### src/rtl/cart_bus_pkg.sv
// Shared types and timing defaults for the cartridge CPU bus master.
// Latency: none (types and constants only).
// Backpressure: not applicable.
package cart_bus_pkg;

    // Half of an M2 bus cycle: M2 low, then M2 high.
    typedef enum logic {
        PH_LOW  = 1'b0,
        PH_HIGH = 1'b1
    } phase_t;

    // Default number of clk periods in each M2 phase.
    localparam int M2_LOW_CLKS_DEF  = 3;
    localparam int M2_HIGH_CLKS_DEF = 3;

    // Larger of two ints; used to size the shared phase counter.
    function automatic int max_int(input int a, input int b);
        return (a > b) ? a : b;
    endfunction

endpackage

### src/rtl/sync2.sv
// Two-flop synchronizer for one asynchronous level input.
// Latency: 2 clk from input change to output change.
// Backpressure: none; samples every clk.
module sync2 #(
    parameter logic RST_VAL = 1'b1
) (
    input  logic i_clk,
    input  logic i_rst,
    input  logic i_d,
    output logic o_q
);

    logic r_ff1;
    logic r_ff2;

    // Shift the asynchronous level through two flops to settle metastability.
    always_ff @(posedge i_clk or posedge i_rst) begin
        if (i_rst) begin
            r_ff1 <= RST_VAL;
            r_ff2 <= RST_VAL;
        end else begin
            r_ff1 <= i_d;
            r_ff2 <= r_ff1;
        end
    end

    assign o_q = r_ff2;

endmodule

### src/rtl/cpu_bus_master.sv
// Generates continuous M2 bus cycles and runs one host request per cycle on the cartridge CPU bus.
// Latency: accept to rsp_valid is M2_LOW_CLKS+M2_HIGH_CLKS clk; irq_sync lags irq_in by 2 clk.
// Backpressure: req_ready only on the last M2-high clk; unaccepted slots become idle cycles.
module cpu_bus_master
    import cart_bus_pkg::*;
#(
    parameter int M2_LOW_CLKS  = M2_LOW_CLKS_DEF,
    parameter int M2_HIGH_CLKS = M2_HIGH_CLKS_DEF
) (
    input  logic        clk,
    input  logic        rst,
    input  logic        req_valid,
    output logic        req_ready,
    input  logic [15:0] req_addr,
    input  logic        req_rw,
    input  logic [7:0]  req_wdata,
    output logic        rsp_valid,
    output logic [7:0]  rsp_rdata,
    output logic        m2,
    output logic        romsel,
    output logic        cpu_rw,
    output logic [14:0] cpu_addr,
    output logic [7:0]  cpu_data_out,
    output logic        cpu_data_oe,
    input  logic [7:0]  cpu_data_in,
    input  logic        irq_in,
    output logic        irq_sync
);

    localparam int CNT_W = $clog2(max_int(M2_LOW_CLKS, M2_HIGH_CLKS) + 1);

    // Phase sequencer state
    phase_t             r_phase;
    phase_t             w_phase_nxt;
    logic [CNT_W-1:0]   r_cnt;
    logic [CNT_W-1:0]   w_cnt_nxt;
    logic               w_last;        // final clk of PH_HIGH: cycle ends on this edge
    logic               w_enter_high;  // final clk of PH_LOW: M2 rises on this edge
    logic               w_accept;

    // Registered bus-cycle context; r_req marks a host request cycle vs. idle
    logic               r_m2;
    logic               r_req;
    logic               r_a15;
    logic [14:0]        r_addr;
    logic               r_rw;
    logic [7:0]         r_wdata;
    logic               r_oe;
    logic [7:0]         r_dout;
    logic               r_rsp_valid;
    logic [7:0]         r_rdata;

    // Phase and counter register; M2 is registered alongside so it is glitch-free.
    always_ff @(posedge clk or posedge rst) begin
        if (rst) begin
            r_phase <= PH_LOW;
            r_cnt   <= '0;
            r_m2    <= 1'b0;
        end else begin
            r_phase <= w_phase_nxt;
            r_cnt   <= w_cnt_nxt;
            r_m2    <= (w_phase_nxt == PH_HIGH);
        end
    end

    // Next phase/count and the two phase-boundary strobes.
    always_comb begin
        w_phase_nxt  = r_phase;
        w_cnt_nxt    = r_cnt + CNT_W'(1);
        w_last       = 1'b0;
        w_enter_high = 1'b0;
        case (r_phase)
            PH_LOW: begin
                if (r_cnt == CNT_W'(M2_LOW_CLKS - 1)) begin
                    w_phase_nxt  = PH_HIGH;
                    w_cnt_nxt    = '0;
                    w_enter_high = 1'b1;
                end
            end
            PH_HIGH: begin
                if (r_cnt == CNT_W'(M2_HIGH_CLKS - 1)) begin
                    w_phase_nxt = PH_LOW;
                    w_cnt_nxt   = '0;
                    w_last      = 1'b1;
                end
            end
        endcase
    end

    assign req_ready = w_last;
    assign w_accept  = req_valid & w_last;

    // Latch the next cycle's context at the cycle boundary, capture read data and flag completion.
    always_ff @(posedge clk or posedge rst) begin
        if (rst) begin
            r_req       <= 1'b0;
            r_a15       <= 1'b0;
            r_addr      <= '0;
            r_rw        <= 1'b1;
            r_wdata     <= '0;
            r_rsp_valid <= 1'b0;
            r_rdata     <= '0;
        end else begin
            r_rsp_valid <= w_last & r_req;
            if (w_last) begin
                if (r_req && r_rw) begin
                    r_rdata <= cpu_data_in;
                end
                if (w_accept) begin
                    r_req   <= 1'b1;
                    r_a15   <= req_addr[15];
                    r_addr  <= req_addr[14:0];
                    r_rw    <= req_rw;
                    r_wdata <= req_wdata;
                end else begin
                    r_req   <= 1'b0;
                    r_a15   <= 1'b0;
                    r_addr  <= '0;
                    r_rw    <= 1'b1;
                    r_wdata <= '0;
                end
            end
        end
    end

    // Drive the data bus only while M2 is high in a write request cycle.
    always_ff @(posedge clk or posedge rst) begin
        if (rst) begin
            r_oe   <= 1'b0;
            r_dout <= '0;
        end else if (w_enter_high) begin
            r_oe   <= r_req & ~r_rw;
            r_dout <= (r_req & ~r_rw) ? r_wdata : 8'h00;
        end else if (w_last) begin
            r_oe   <= 1'b0;
            r_dout <= '0;
        end
    end

    sync2 #(
        .RST_VAL (1'b1)
    ) u_irq_sync (
        .i_clk (clk),
        .i_rst (rst),
        .i_d   (irq_in),
        .o_q   (irq_sync)
    );

    assign m2           = r_m2;
    assign romsel       = ~(r_m2 & r_a15);
    assign cpu_rw       = r_rw;
    assign cpu_addr     = r_addr;
    assign cpu_data_oe  = r_oe;
    assign cpu_data_out = r_dout;
    assign rsp_valid    = r_rsp_valid;
    assign rsp_rdata    = r_rdata;

endmodule

### config.mk
export PLATFORM = sky130hd
export DESIGN_NAME = cpu_bus_master
export DESIGN_NICKNAME = d
export VERILOG_FILES = /design/src/rtl/cart_bus_pkg.sv /design/src/rtl/sync2.sv /design/src/rtl/cpu_bus_master.sv
export SDC_FILE = /design/constraint.sdc
export NUM_CORES = 1
export LEC_CHECK = 0
export ABC_AREA = 1
export BUFFER_PORTS_ARGS = -buffer_cell sky130_fd_sc_hd__buf_2
export CAP_MARGIN = 0
export CORE_UTILIZATION = 44
export CTS_CLUSTER_DIAMETER = 80
export DETAILED_ROUTE_END_ITERATION = 8
export PLACE_DENSITY = 0.75
export SETUP_SLACK_MARGIN = 0.4
export SLEW_MARGIN = 15
export SYNTH_ARGS = -nofsm -noshare
export SYNTH_HDL_FRONTEND = slang
export SYNTH_SLANG_ARGS = --single-unit
### constraint.sdc
create_clock -name clk -period 1.4 [get_ports clk]
set_input_delay 0.14 -clock clk [delete_from_list [all_inputs] [get_ports clk]]
set_output_delay 0.14 -clock clk [all_outputs]
set_load 0.005 [all_outputs]
==> impl_results.md, run 1 <==
- Worst hold slack: 0.0581 ns
- Most used DFF post-synth: dfrtp_1
- Placed Area: 2460 um^2
- Crit-path max FO: 5
- Post-DP HPWL: 2850 um
- IO Pins: 75
- CTS tree: done
- Crit path time final: 1.29 ns
- F_max: 773 MHz
- Final Max Tran Viols: 0
- # diodes: 0
- Syn-to-layout area delta: 38.6%
- Crit path buf inv count: 3
- Max-cap viol count: 0
- Hold Crit Class: primary input to register
- Syn Area/Cell: 9.72 um^2
- Syn Nets: 249
- Yosys top cell area share: 56.9%
- Initial antenna violation count: 0
- DRC Markers: 0
- Setup Skew: 0.00889 ns
- Grt peak-use layer: met2
- Critical path launch point type: register
- DR WL/cell: 12.8 um
- Clk Latency, worst-skew pair: 0.30 ns
- Fraction of the cycle the final worst path needs: 92.4%
- Vias per inst: 4.83
- Crit Path Class: register to output pin
- Post-Syn Area: 2020 um^2
- Met1 Use GR: 27.3%
- Total power: 2.72 mW
- VDD IR max: 529 uV
- Met2 GRT Util: 29.6%
- DR vias: 1699
- Slowest stage delay, CP: 0.39 ns
- Clock sinks: 49
- Clock-pin slew on the worst setup and hold paths: 0.08 ns
- Register bit total from synthesis: 49
- CORE AREA: 4380 um^2
- Post-synth cell types: 18
- Async S/R FF share, synth: 100%
- Reg-to-reg startpoint: r_cnt[0]
- Layout Nets: 340
- Synth area leader: dfrtp_1
- Tot GR Track Use: 19.9%
- Die area: 4870 um^2
- Cells after synthesis: 208
- Register area share after synthesis: 60.8%
- Power Dens Cells: 973 nW/um^2
- Finish-stage setup viols: 0
- Chip Width: 69.8 um
- Rel. slew slack: 69.8%
- Vias in the first global route: 1575
- 1st-iter DRT viols: 102
- CP max stage cell: dfrtp_1
- EDFF count, synth: 0
- Die Ht: 69.8 um
- Gr ovfl total: 0
- Outcome: complete, no violations
- Starting Density: 46.1%
- Leakage: 1.55 nW
- DRT Pass-1 Iters: 4
- RSZ-0062 raised after global routing: yes
- Delay-heaviest family, CP: flip-flops
- Worst endpoint required time: 1.26 ns
- Largest net degree at the start of global routing: 50
- Final Hold Viols: 0
- Routed Antenna Nets: 0
- Slew @ Worst Pin: 0.454 ns
- Hold path startpoint: req_addr[13]
- YS warnings: 0
- Final Cell Area: 2800 um^2
- Area contributors post-synth: dfrtp_1, nand2_1, nand3_1
- Sum Neg Setup Slack: 0 ns
- GP Congestion: 0.753
- CTS HTree Levels: 2
- Critical path cell sequence: inv_2 > nand2_4 > inv_4 > ha_4 > buf_6
- Met3 usage: 5.81%
- Cell Rows: 24
- Final wirelength: 4490 um
- PortBufs: 74
- First-pass GRT wire length: 7490 um
- Clock root cell: clkbuf_8
- Crit path DAT: 1.15 ns
- Max Root-Sink Buffers: 2
- Share of cells above drive strength 1: 46.3%
- Num CTS Buffers: 5
- Worst Setup SP: r_cnt[0]
- Critical path capture point type: output pin
power breakdown:
| group | internal (mW) | leakage [nW] | switching [mW] |
|---|---|---|---|
| logic | 0.155 | 0.867 | 0.137 |
| registers | 1.49 | 0.625 | 0.0448 |
| clock network | 0.447 | 0.0542 | 0.455 |
| total | 2.09 | 1.55 | 0.637 |
registers in the layout (all words and copies together), names as in the netlist:
register          count
cpu_addr             15
u_irq_sync.o_q        1
r_cnt                 2
rsp_rdata             8
u_irq_sync.r_ff1      1
r_req                 1
cpu_data_out          8
m2                    1
r_wdata               8
r_a15                 1
cpu_data_oe           1
cpu_rw                1
rsp_valid             1
cells by family after synthesis:
group                      synth area share, %
adders and majority gates                 2.48
AOI/OAI and AO/OA                         6.13
DFF                                       60.8
buffers and inverters                     7.43
and+or+nand+nor                           23.1
worst min-delay path, cell delays in order:
cell and delay (ns):
buf_2 0.08, nand3_1 0.06, nand2_1 0.05
cell usage after synthesis, types with 4 or more instances:
| cell type | number |
|---|---|
| ha_1 | 4 |
| inv_1 | 15 |
| buf_2 | 4 |
| o21ai_0 | 8 |
| buf_4 | 4 |
| nor2_1 | 4 |
| nand3_1 | 26 |
| nand4_1 | 8 |
| nand2_1 | 70 |
| o21ai_2 | 8 |
| dfrtp_1 | 46 |
metal layers:
layer	wire length, um	share of wire (%)	vias to the layer above
li1	-	-	853
met1	2000	44	794
met2	2230	50	48
met3	200	4.5	4
met4	63	1.4	0
met5	0	0	-
through the flow:
stage	setup slack (ns)	std cells	util, %
6_report	0.107	352	63.9
3_5_place_dp	0.0780	327	56.1
3_3_place_gp	0.111	327	56.1
4_1_cts	0.0952	344	62.3
2_1_floorplan	0.157	208	-
5_1_grt	0.0486	352	63.9
final timing paths:
path / to / slack (ns) / cells past startpoint
worst max-delay path: req_ready / 0.11 / 5
worst min-delay path: cpu_addr[13] / 0.06 / 3
worst max register to register: rsp_rdata[0] / 0.11 / 8
worst min register to register: u_irq_sync.o_q / 0.36 / 0
max in group asynchronous: u_irq_sync.o_q / 0.68 / 4
min in group asynchronous: cpu_data_out[0] / 0.43 / 4
repair_timing:
action,4_1_cts,5_1_grt
cloned,1,0
endpoints found under the hold margin,47,0
setup endpoints to repair,48,59
pin swaps,6,2
hold buffers,2,0
gates resized for setup,26,4
buffers inserted,6,8
cell usage in the layout, fill, tap and decap left out, drive strengths merged:
cell type,instances
nand4,8
buf,92
inv,16
nor2,4
nand2,70
clkinv,1
o21ai,17
clkinvlp,1
nand3,28
dfstp,3
dfrtp,46
dlygate4sd3,2
clkbuf,7
ha,4
a21oi,1
layout make-up:
class | instances | area (um^2)
fill | 354 | 1580
sequential | 49 | 1230
multi-input combinational | 132 | 748
timing repair buffer | 94 | 577
clock buffer | 7 | 96.3
inverter | 17 | 77.6
tap | 52 | 65.1
clock inverter | 1 | 5.00
Note: power is estimated with default switching activity, not from simulation.
==> run 2: changes to the inputs <==
SETUP_SLACK_MARGIN = 0.1   (was 0.4)
==> impl_results.md, run 2 (synthesis gave the netlist of run 1 again) <==
- Outcome: complete, no violations (unchanged)
- # diodes: 0 (unchanged)
- DRT Pass-1 Iters: 4 (unchanged)
- Gr ovfl total: 0 (unchanged)
- Critical path capture point type: output pin (unchanged)
- Num CTS Buffers: 5 (unchanged)
- Finish-stage setup viols: 0 (unchanged)
- Die Ht: 69.8 um (unchanged)
- NetSw: 635 uW (was 637 uW)
- Max-cap viol count: 0 (unchanged)
- F_max: 764 MHz (was 773 MHz)
- Hold Crit Class: primary input to register (unchanged)
- Commonest non-fill, non-tap cells in the layout: buf_2, nand2_1, dfrtp_1, nand3_1, inv_1 (was buf_2, nand2_1, dfrtp_1, nand3_1, buf_4)
- Vias per inst: 4.83 (about the same)
- Clock sinks: 49 (unchanged)
- Crit-path max FO: 5 (unchanged)
- Max Root-Sink Buffers: 2 (unchanged)
- Logic pwr share: 9.2% (was 10.7%)
- CTS HTree Levels: 2 (unchanged)
- DR WL/cell: 12.0 um (was 12.8 um)
- Total power: 2.64 mW (was 2.72 mW)
- Final Util: 59.9% (was 63.9%)
- Worst Setup SP: r_cnt[0] (unchanged)
- Seq pwr share: 57.8% (was 56.2%)
- CORE AREA: 4380 um^2 (unchanged)
- Share of cells above drive strength 1: 39.0% (was 46.3%)
- Flip-flop and latch area: 1230 um^2 (about the same)
- Max FFs per register: 15 (unchanged)
- RSZ-0062 raised after global routing: yes (unchanged)
- DR vias: 1652 (was 1699)
- Syn-to-layout area delta: 29.9% (was 38.6%)
- Cell Count, Final, Fillers Out: 342 (was 352)
- Cell Rows: 24 (unchanged)
- CTS tree: done (unchanged)
- First-pass GRT wire length: 7040 um (was 7490 um)
- Power Dens Cells: 1010 nW/um^2 (was 973 nW/um^2)
- Placed cell count: 329 (was 327)
- Tot GR Track Use: 18.2% (was 19.9%)
- Clk pwr share: 33.1% (about the same)
- GP Congestion: 0.769 (was 0.753)
- Multi-input combinational cell area: 679 um^2 (was 748 um^2)
- Final Hold Viols: 0 (unchanged)
- Rel. slew slack: 69.4% (was 69.8%)
- Layout Nets: 330 (was 340)
- Die area: 4870 um^2 (unchanged)
- Sum Neg Setup Slack: 0 ns (unchanged)
- Routed Antenna Nets: 0 (unchanged)
- VDD IR max: 613 uV (was 529 uV)
- Clock root cell: clkbuf_8 (unchanged)
- Vias in the first global route: 1578 (was 1575)
- DRC Markers: 0 (unchanged)
- Commonest non-fill, non-tap cell in the layout: buf_2 (unchanged)
- Clock-pin slew on the worst setup and hold paths: 0.09 ns (was 0.08 ns)
- Crit path DAT: 1.17 ns (was 1.15 ns)
- Leakage: 1.47 nW (was 1.55 nW)
- Crit Path Class: register to output pin (unchanged)
- Internal Power: 2.01 mW (was 2.09 mW)
- Worst endpoint required time: 1.26 ns (about the same)
- Crit path time final: 1.31 ns (was 1.29 ns)
- Critical path launch point type: register (unchanged)
- Final Cell Area: 2630 um^2 (was 2800 um^2)
- Clk Latency, worst-skew pair: 0.30 ns (about the same)
- Final Max Tran Viols: 0 (unchanged)
- Starting Density: 46.1% (unchanged)
- Largest net degree at the start of global routing: 27 (was 50)
- 1st-iter DRT viols: 111 (was 102)
- Reg-to-reg startpoint: r_cnt[0] (unchanged)
- Post-DP HPWL: 2890 um (was 2850 um)
- Initial antenna violation count: 0 (unchanged)
- IO Pins: 75 (unchanged)
- Chip Width: 69.8 um (unchanged)
- Switching Share: 24.0% (was 23.4%)
- Hold path startpoint: req_wdata[4] (was req_addr[13])
- PortBufs: 74 (unchanged)
- Fraction of the cycle the final worst path needs: 93.5% (was 92.4%)
- Setup Skew: 0.00645 ns (was 0.00889 ns)
- Slew @ Worst Pin: 0.459 ns (was 0.454 ns)
- Placed Area: 2460 um^2 (unchanged)
- Final wirelength: 4110 um (was 4490 um)
- Fillcell total: 383 (was 354)
## run 2: cell count changes in the layout (fill, tap and decap cells not counted), moves of 2 or more
cell,delta
dfrtp_2,-2
o21ai_0,+2
buf_4,-7
dfrtp_1,+2
nand2_1,+10
buf_12,-2
nand2_2,-9
## run 2: area by class of cell
cell class,instances,share of cell area [%]
Clock buffer,6,3.14
Timing Repair Buffer,85,18.3
Clock inverter,2,0.524
Tap cell,52,2.48
Sequential cell,49,46.8
Inverter,17,2.86
Multi-Input combinational cell,131,25.9
## run 2: final timing paths
path	end	slack, ns	cells after the start
worst max-delay path	req_ready	0.09	5
worst min-delay path	r_wdata[4]	0.05	3
worst max register to register	rsp_rdata[0]	0.13	7
worst min register to register	u_irq_sync.o_q	0.37	0
max in group asynchronous	cpu_rw	0.51	4
min in group asynchronous	cpu_addr[7]	0.35	3
## run 2: repair_timing
item / in CTS / in global routing
setup endpoints to repair: 36 / 42
hold buffers: 2 / 0
setup buffers: 3 / 0
hold endpoints to repair: 14 / 0
resized for setup: 5 / 8
pin swaps: 0 / 0
## run 2: critical path, stage by stage, from the launching register on
cell,delay (ns)
dfrtp_1,0.40
inv_2,0.06
nand2_2,0.05
inv_2,0.07
ha_4,0.18
buf_6,0.11
## run 2: power groups by stage
stage               clock (mW)  sequential [mW]  combinational, mW
finish                   0.873             1.53              0.242
global route             0.957             1.53              0.275
CTS                      0.896             1.53              0.247
detailed placement           0             1.55              0.243
global placement             0             1.55              0.235
floorplan                    0             1.55              0.109
## run 2: routing by layer
metal	vias to the layer above	wire [um]	track usage (%)
li1	826	-	-
met1	763	1860	24.0
met2	56	1920	29.2
met3	7	267	5.52
met5	-	0	0
met4	0	61	4.67
## run 2: stage by stage
stage	hold WS [ns]	setup slack (ns)
final	0.0541	0.0912
after global routing	0.0515	0.0313
after CTS	0.0528	0.0829
after detailed placement	0.145	0.00148
after global placement	0.136	0.116
after floorplan	0.144	0.106
